$ cat src/rtl/texture_arbiter.sv
// Arbiter in front of a single-port texture RAM. It shares the RAM between a
// rasterizer read port and a host read/write port, and can also fill the whole memory.
module texture_arbiter #(
  parameter int ADDR_W = 14,
  parameter int DATA_W = 8,
  parameter int LEN    = 16384
) (
  input  logic              i_clk,
  input  logic              i_reset_n,
  input  logic              i_rd_valid,
  input  logic [ADDR_W-1:0] i_rd_address,
  output logic              o_rd_ready,
  output logic              o_rd_data_valid,
  output logic [DATA_W-1:0] o_rd_data,
  input  logic              i_host_valid,
  input  logic              i_host_write,
  input  logic [ADDR_W-1:0] i_host_address,
  input  logic [DATA_W-1:0] i_host_data,
  output logic              o_host_ready,
  output logic              o_host_data_valid,
  output logic [DATA_W-1:0] o_host_data,
  input  logic              i_fill_start,
  input  logic [DATA_W-1:0] i_fill_value,
  output logic              o_fill_busy,
  output logic [ADDR_W-1:0] o_ram_address,
  output logic [DATA_W-1:0] o_ram_data,
  output logic              o_ram_write_enable,
  input  logic [DATA_W-1:0] i_ram_data
);

  // state | meaning
  // ARB   | round-robin between rasterizer and host; i_fill_start has priority
  // FILL  | write the latched fill value to address = counter, one per cycle
  typedef enum logic {ARB, FILL} state_t;

  localparam logic [ADDR_W-1:0] LAST_ADDR = ADDR_W'(LEN - 1);

  state_t            state_q, state_d;
  logic              host_last_q;
  logic [ADDR_W-1:0] cnt_q;
  logic [DATA_W-1:0] fill_val_q;
  logic              rd_dv_q, host_dv_q;
  logic              rd_grant, host_grant, fill_accept;

  always_comb begin
    state_d            = state_q;
    rd_grant           = 1'b0;
    host_grant         = 1'b0;
    fill_accept        = 1'b0;
    o_ram_address      = '0;
    o_ram_data         = '0;
    o_ram_write_enable = 1'b0;
    case (state_q)
      ARB: begin
        if (i_fill_start) begin
          fill_accept = 1'b1;
          state_d     = FILL;
        end else begin
          rd_grant   = i_reset_n & i_rd_valid & (~i_host_valid | host_last_q);
          host_grant = i_reset_n & i_host_valid & ~rd_grant;
        end
        if (rd_grant) begin
          o_ram_address = i_rd_address;
        end else if (host_grant) begin
          o_ram_address      = i_host_address;
          o_ram_data         = i_host_data;
          o_ram_write_enable = i_host_write;
        end
      end
      FILL: begin
        o_ram_address      = cnt_q;
        o_ram_data         = fill_val_q;
        // reset aborts the fill before the write of the current address lands
        o_ram_write_enable = i_reset_n;
        if (cnt_q == LAST_ADDR) state_d = ARB;
      end
      default: state_d = ARB;
    endcase
  end

  always_ff @(posedge i_clk) begin
    if (!i_reset_n) begin
      state_q     <= ARB;
      cnt_q       <= '0;
      fill_val_q  <= '0;
      host_last_q <= 1'b1;
      rd_dv_q     <= 1'b0;
      host_dv_q   <= 1'b0;
    end else begin
      state_q   <= state_d;
      rd_dv_q   <= rd_grant;
      host_dv_q <= host_grant & ~i_host_write;
      if (rd_grant | host_grant) host_last_q <= host_grant;
      if (fill_accept) begin
        fill_val_q <= i_fill_value;
        cnt_q      <= '0;
      end else if (state_q == FILL) begin
        cnt_q <= cnt_q + ADDR_W'(1);
      end
    end
  end

  assign o_rd_ready        = rd_grant;
  assign o_host_ready      = host_grant;
  assign o_rd_data_valid   = rd_dv_q;
  assign o_host_data_valid = host_dv_q;
  assign o_rd_data         = i_ram_data;
  assign o_host_data       = i_ram_data;
  assign o_fill_busy       = (state_q == FILL);

endmodule

$ cat config.mk
export PLATFORM = sky130hd
export DESIGN_NAME = texture_arbiter
export DESIGN_NICKNAME = d
export VERILOG_FILES = /design/src/rtl/texture_arbiter.sv
export SDC_FILE = /design/constraint.sdc
export NUM_CORES = 1
export LEC_CHECK = 0
export ABC_AREA = 1
export BUFFER_PORTS_ARGS = -buffer_cell sky130_fd_sc_hd__buf_4
export CORE_MARGIN = 2
export CORE_UTILIZATION = 43
export CTS_CLUSTER_DIAMETER = 150
export CTS_CLUSTER_SIZE = 12
export DETAILED_ROUTE_END_ITERATION = 12
export PLACE_DENSITY = 0.8
export SYNTH_ARGS = -nofsm -noshare
export SYNTH_HDL_FRONTEND = slang
export SYNTH_SLANG_ARGS = --single-unit
export TNS_END_PERCENT = 20
$ cat constraint.sdc
create_clock -name i_clk -period 1.43 [get_ports i_clk]
set_input_delay 0.143 -clock i_clk [delete_from_list [all_inputs] [get_ports i_clk]]
set_output_delay 0.143 -clock i_clk [all_outputs]
set_load 0.005 [all_outputs]
==> results of run 1 <==
[repair_timing]
item                                    in CTS  in global routing
hold buffers                                 0                  0
resized for setup                            4                  7
buffers inserted                             0                  1
pin swaps                                    0                  0
endpoints found under the setup margin      23                 30
[power by group through the flow]
stage	combinational [mW]	clock, mW	sequential (mW)
after floorplan	0.216	0	0.781
after global routing	0.455	0.446	0.776
after global placement	0.402	0	0.786
after CTS	0.413	0.416	0.772
after detailed placement	0.411	0	0.788
final	0.415	0.401	0.772
[layout by cell type, fill, tap and decap left out]
cell	instances
o21ai_1	1
nor2_1	21
dfxtp_1	24
nor2_4	1
a21oi_1	17
nand3_4	1
inv_1	23
and3_1	1
dfxtp_2	1
o21ai_0	19
buf_12	1
nor3_2	1
nand3_2	4
nand3b_1	1
inv_2	3
inv_4	1
buf_4	89
nand4_1	14
nor3_4	1
nand2_2	1
ha_1	1
nor2_2	1
nand3_1	23
nand2_1	75
nor3_1	4
dfxtp_4	1
clkbuf_8	3
[how the worst min path moves through the flow]
stage,start,to,cells past startpoint
2_1_floorplan,i_host_write,o_host_data_valid$_SDFF_PN0_,1
4_1_cts,i_host_write,o_host_data_valid$_SDFF_PN0_,2
3_3_place_gp,i_ram_data[3],o_host_data[3],0
3_5_place_dp,i_ram_data[3],o_host_data[3],0
5_1_grt,i_host_write,o_host_data_valid$_SDFF_PN0_,2
6_report,i_host_write,o_host_data_valid$_SDFF_PN0_,2
[cell families after synthesis]
group           after synthesis  share of synthesized area (%)
compound gates               37                           11.0
simple gates                149                           40.0
buf+inv                      55                           17.3
fa+ha+maj                     1                          0.743
flops                        26                           30.9
[synth_stat cells, types with 2 or more instances]
| cell | instances | share of area (%) |
|---|---|---|
| inv_1 | 24 | 5.3 |
| nor2_1 | 22 | 4.9 |
| inv_2 | 2 | 0.45 |
| buf_2 | 3 | 0.89 |
| nor3_1 | 5 | 1.5 |
| nand2_1 | 76 | 17 |
| clkbuf_1 | 3 | 0.67 |
| o21ai_0 | 19 | 5.6 |
| dfxtp_1 | 26 | 31 |
| buf_1 | 2 | 0.45 |
| nand3_1 | 26 | 7.7 |
| a21oi_1 | 17 | 5.1 |
| buf_4 | 19 | 8.5 |
| nand4_1 | 14 | 5.2 |
[sequential cells by signal (all words and copies together) (netlist names)]
signal and flops:
o_host_data_valid 1, o_fill_busy 1, o_rd_data_valid 1, cnt_q 14
host_last_q 1, fill_val_q 8
[per-layer routing]
layer | GRT usage [%] | part of all wire [%] | routed length (um) | vias up
met5 | 0 | 0 | 0 | -
met4 | 5.36 | 0.64 | 29 | 0
met3 | 4.22 | 8.3 | 374 | 2
met2 | 35.1 | 48 | 2160 | 67
met1 | 25.5 | 43 | 1940 | 871
li1 | - | - | - | 989
[layout make-up]
cell class              instances  area (um^2)
fillers                       365         1400
well taps                      48         60.1
flip-flops and latches         26          526
inverters                      27          104
clock buffers                   3         41.3
repair buffers                 90          688
multi-input cells             187          902
[metrics by stage]
| stage | cell area (um^2) | TNS [ns] | hold WS (ns) | power [mW] | cells |
|---|---|---|---|---|---|
| floorplan | 1680 | 0 | 0.215 | 0.997 | 268 |
| global placement | 2240 | 0 | 0.286 | 1.19 | 377 |
| detailed placement | 2240 | 0 | 0.286 | 1.20 | 377 |
| CTS | 2280 | -1.21 | 0.0257 | 1.60 | 380 |
| global route | 2320 | -3.20 | 0.0248 | 1.68 | 381 |
| finish | 2320 | -0.983 | 0.0346 | 1.59 | 381 |
==> results.cfg, run 1 <==
[worst_setup_path]
cp.depth = 8
cp_cell_sequence = inv_2 > nand2_2 > nand3_4 > nor3_4 > buf_12 > nand2_1 > nand3_2 > buf_4
critical_path.startpoint = host_last_q$_SDFFE_PN1P_
cp.arrival_ns = 1.36
worstSetupStartpointType = flip-flop
cpPeakStageDelay_ns = 0.33
worstPathMaxFanout = 15
rr_endpoint = cnt_q[10]$_SDFFE_PP0P_
critPathBufInv = 3
rrSetupSlack_ns = 0.11
rr_worst_depth = 7
slowest_stage = dfxtp_2
worstSetupPathType = flip-flop to output pin
crit_family = simple AND/OR/NAND/NOR gates
endpoint = o_ram_address[6]
worstReg2RegStart = cnt_q[0]$_SDFFE_PP0P_
critPathRequiredTime_ns = 1.29
end_kind = output pin

[clock_tree]
clockBufferDepth = 2
cts_buffers = 3
clkSinkCount = 26
cts_tree = done
root_buffer = clkbuf_8
insertion_delay_ns = 0.26
h-tree-depth = 1
cts.reportedPaths.clkPinSlew_ns = 0.08

[synth]
ys_ff_latch = 26
ys_types = 24
synth_area_um2 = 1680
synth_edf_count = 0
ys_warn_count = 0
syn_inst = 268
ys.flop_type = dfxtp_1
ys_seq_area_share_pct = 30.9
async_flop_share_pct = 0
syn_area_per_cell_um2 = 6.28
syn-num-nets = 327

[timing]
fin_skew_ns = 0.00290
finalHoldViolCount = 0
rsz0062_at_grt = true
maxSlewHeadroom_pct = 83.3
worst_pin_slew_ns = 0.250
period_share_pct = 105
post-route-min-period_ns = 1.50
setup_viol = 21
drv_slew = 0
timing.fmax_mhz = 667
worst_slack_ns = -0.0702

[floorplanning]
coreArea_um2 = 3720
num_rows = 22
die_w_um = 66.6
die_area_um2 = 4430
ios = 102
die_h_um = 66.6
start_util_pct = 45.3

[grt]
grt_use_total_pct = 20.3
antenna_found_initial = 0
grt_max_degree = 17
gr-total-overflow = 0
grt_pass1_vias = 1683
grt_pass1_wl_um = 7140

[power_and_ir_drop]
p_int_mw = 1.16
cellPowerDensity_nw_per_um2 = 684
p_sw_mw = 0.426
p_sw_share_pct = 26.8
peakVddDrop_mv = 0.484
seq_power_share_pct = 48.6
p_leak_nw = 1.11
power_frac_clock_pct = 25.3
comb_power_share_pct = 26.1

[place]
post-place-ws_ns = 0.0786
gp_congestion = 0.892
port_buffers = 77
dpl.hpwl_um = 3490

[final_layout]
n_antenna_cell = 0
post-route-util_pct = 62.5
nets = 394
drive_gt1_share_pct = 32.7
syn_to_final_growth_pct = 37.8

[status]
status = finished, violations left
violations = setup timing

[detailed_routing]
drt_iter0_markers = 107
drt_pass1_iterations = 4
wire_per_inst_um = 11.8
routed_wl_um = 4500
drcViolationCount = 0
antenna_left = 0
avgViaCountPerCell = 5.06
vias = 1929

[worst_hold_path]
hold_path.class = input pin to flip-flop

[job]
maxCapViolations = 0
Power figures use the tool's default switching activity.
==> inputs of run 2 (changes only) <==
--- a/config.mk
+++ b/config.mk
@@ -5,10 +5,9 @@
 export SDC_FILE = /design/constraint.sdc
 export NUM_CORES = 1
 export LEC_CHECK = 0
-export ABC_AREA = 1
 export BUFFER_PORTS_ARGS = -buffer_cell sky130_fd_sc_hd__buf_4
 export CORE_MARGIN = 2
-export CORE_UTILIZATION = 43
+export CORE_UTILIZATION = 42
 export CTS_CLUSTER_DIAMETER = 150
 export CTS_CLUSTER_SIZE = 12
 export DETAILED_ROUTE_END_ITERATION = 12
==> run 2 against run 1 <==
  * The flow still finishes with violations (setup timing)
  * Synthesized cell count fell by 31%
  * Synthesized area decreased by 6.2%
  * Register-to-register slack lost 0.09 ns
  * Setup slack lost 0.15 ns
  * Total power fell by 2.2%
  * Count of clock-buffer cells in the layout up 1
  * First-iteration DRC count shrank 68%
==> results.cfg, run 2 <==
[status]
status = finished, violations left
violations = setup timing

[grt]
grtUsageMet1_pct = 24.2
grt_pass1_vias = 1510
grt_use_total_pct = 19.3
use_met3_pct = 4.62
grt_pass1_wl_um = 6670
grt_max_degree = 20
gr-total-overflow = 0
antenna_found_initial = 0
top_usage_layer = met2
grt_util_met2_pct = 34.1

[floorplanning]
die_area_um2 = 4270
die_w_um = 65.3
ios = 102
coreArea_um2 = 3630
die_h_um = 65.3
start_util_pct = 43.5
num_rows = 22

[synth]
synth_most_common_cell = dfxtp_1
ys_types = 34
synth_top_cells_by_count = dfxtp_1 (26), nand2_1 (22), buf_4 (16)
async_flop_share_pct = 0
synth_area_um2 = 1580
syn_area_per_cell_um2 = 8.54
ys_warn_count = 0
yosysTopAreaCellShare_pct = 32.9
synth_largest_area_cell = dfxtp_1
ys.flop_type = dfxtp_1
synth_edf_count = 0
syn-num-nets = 244
ys_seq_area_share_pct = 32.9
ys_ff_latch = 26
syn_inst = 185
yosys-top-cells-area = dfxtp_1 (33%), a221o_1 (8.9%), buf_4 (7.6%)

[clock_tree]
cts_tree = done
post_cts_buffers = 0
insertion_delay_ns = 0.27
clkSinkCount = 26
clockBufferDepth = 2
root_buffer = clkbuf_8
h-tree-depth = 1
cts_buffers = 3
cts.reportedPaths.clkPinSlew_ns = 0.09

[power_and_ir_drop]
p_leak_nw = 1.01
peakVddDrop_mv = 0.565
cellPowerDensity_nw_per_um2 = 675
power_mw = 1.55

[final_layout]
nets = 314
layout_common_cells = buf_4 (89), nand2_1 (21), dfxtp_1 (20), and2_1 (14), a221o_1 (14)
largestRegisters = cnt_q (14), fill_val_q (8)
final_common_cell = buf_4
largest_reg_flops = 14
final_area_um2 = 2300
fillCellCount = 327
drive_gt1_share_pct = 45.3
syn_to_final_growth_pct = 45.7
multi_input_area_um2 = 907
top_register = cnt_q
n_antenna_cell = 0
fin_cells = 302
ff_latch_area_um2 = 528

[timing]
rsz0062_at_grt = true
timing.fmax_mhz = 605
period_share_pct = 116
fin_skew_ns = 0.00381
maxSlewHeadroom_pct = 75.3
finalHoldViolCount = 0
post-route-min-period_ns = 1.65
fin_tns_setup_ns = -4.09
setup_viol = 25
drv_slew = 0
worst_slack_ns = -0.222
worst_pin_slew_ns = 0.366

[place]
place_area_um2 = 2190
dpl.hpwl_um = 3040
port_buffers = 77
place_inst = 299
gp_congestion = 0.808

[detailed_routing]
routed_wl_um = 4040
drcViolationCount = 0
wire_per_inst_um = 13.4
vias = 1607
antenna_left = 0
drt_pass1_iterations = 4
drt_iter0_markers = 34
avgViaCountPerCell = 5.32

[worst_setup_path]
cp.depth = 4
endpoint = o_ram_address[12]
rrSetupSlack_ns = 0.02
critPathBufInv = 1
critPathRequiredTime_ns = 1.29
slowest_stage = dfxtp_2
worstReg2RegStart = cnt_q[8]$_SDFFE_PP0P_
cp.arrival_ns = 1.51
cpPeakStageDelay_ns = 0.35
worstSetupPathType = flip-flop to output pin
cp_cell_sequence = nor3b_4 > and3_4 > a221o_1 > buf_4
worstPathMaxFanout = 16
crit_family = simple AND/OR/NAND/NOR gates
rr_worst_depth = 3
rr_endpoint = cnt_q[10]$_SDFFE_PP0P_
critical_path.startpoint = o_fill_busy$_SDFF_PN0_
worstSetupStartpointType = flip-flop
end_kind = output pin

[worst_hold_path]
hold_path.class = input pin to flip-flop

[job]
maxCapViolations = 0
==> run 2: timing repair <==
action	in CTS	in global routing
setup endpoints to repair	25	36
hold buffers	0	0
gates resized for setup	12	9
hold endpoints to repair	0	0
pin swaps	11	4
==> run 2: where the power goes <==
group | total (mW) | internal [mW] | switching [mW]
combinational | 0.321 | 0.198 | 0.123
sequential | 0.757 | 0.745 | 0.0121
clock | 0.475 | 0.246 | 0.229
total | 1.55 | 1.19 | 0.364
==> run 2: logic make-up after synthesis <==
kind of cell               Yosys count  share of synthesized area (%)
DFF                                 26                           32.9
muxes                                4                           2.53
xor gates and xnor gates             4                           2.22
AOI/OAI and AO/OA                   46                           23.3
and+or+nand+nor                     71                           25.6
adders and majority gates            1                          0.792
buffers and inverters               33                           12.7
==> run 2: layout make-up <==
class / instances / area share, %
Clock buffer: 4 / 2.39
Sequential cell: 26 / 22.9
Multi-Input combinational cell: 126 / 39.4
Tap cell: 48 / 2.61
Timing Repair Buffer: 94 / 32.0
Inverter: 4 / 0.652
==> run 2: how the worst min path moves through the flow <==
stage / startpoint / endpoint / cells after the start
after floorplan: i_host_write / o_host_data_valid$_SDFF_PN0_ / 1
after global placement: i_ram_data[0] / o_host_data[0] / 0
after detailed placement: i_ram_data[0] / o_host_data[0] / 0
after CTS: i_host_write / o_host_data_valid$_SDFF_PN0_ / 2
after global routing: i_host_write / o_host_data_valid$_SDFF_PN0_ / 2
final: i_host_write / o_host_data_valid$_SDFF_PN0_ / 2
==> run 2: per-stage QoR <==
stage | worst slack [ns] | hold slack (ns) | util (%)
finish | -0.222 | 0.0285 | 63.4
global route | -0.318 | 0.0312 | 63.4
CTS | -0.177 | 0.0250 | 62.6
detailed placement | 0.0394 | 0.286 | 60.4
global placement | 0.0598 | 0.286 | 60.4
floorplan | 0.0270 | 0.219 | -
==> run 2: layer usage <==
layer / up-vias / wire length, um
met3: 3 / 209
met1: 752 / 1690
met4: 0 / 13
met5: - / 0
met2: 48 / 2130
li1: 804 / -
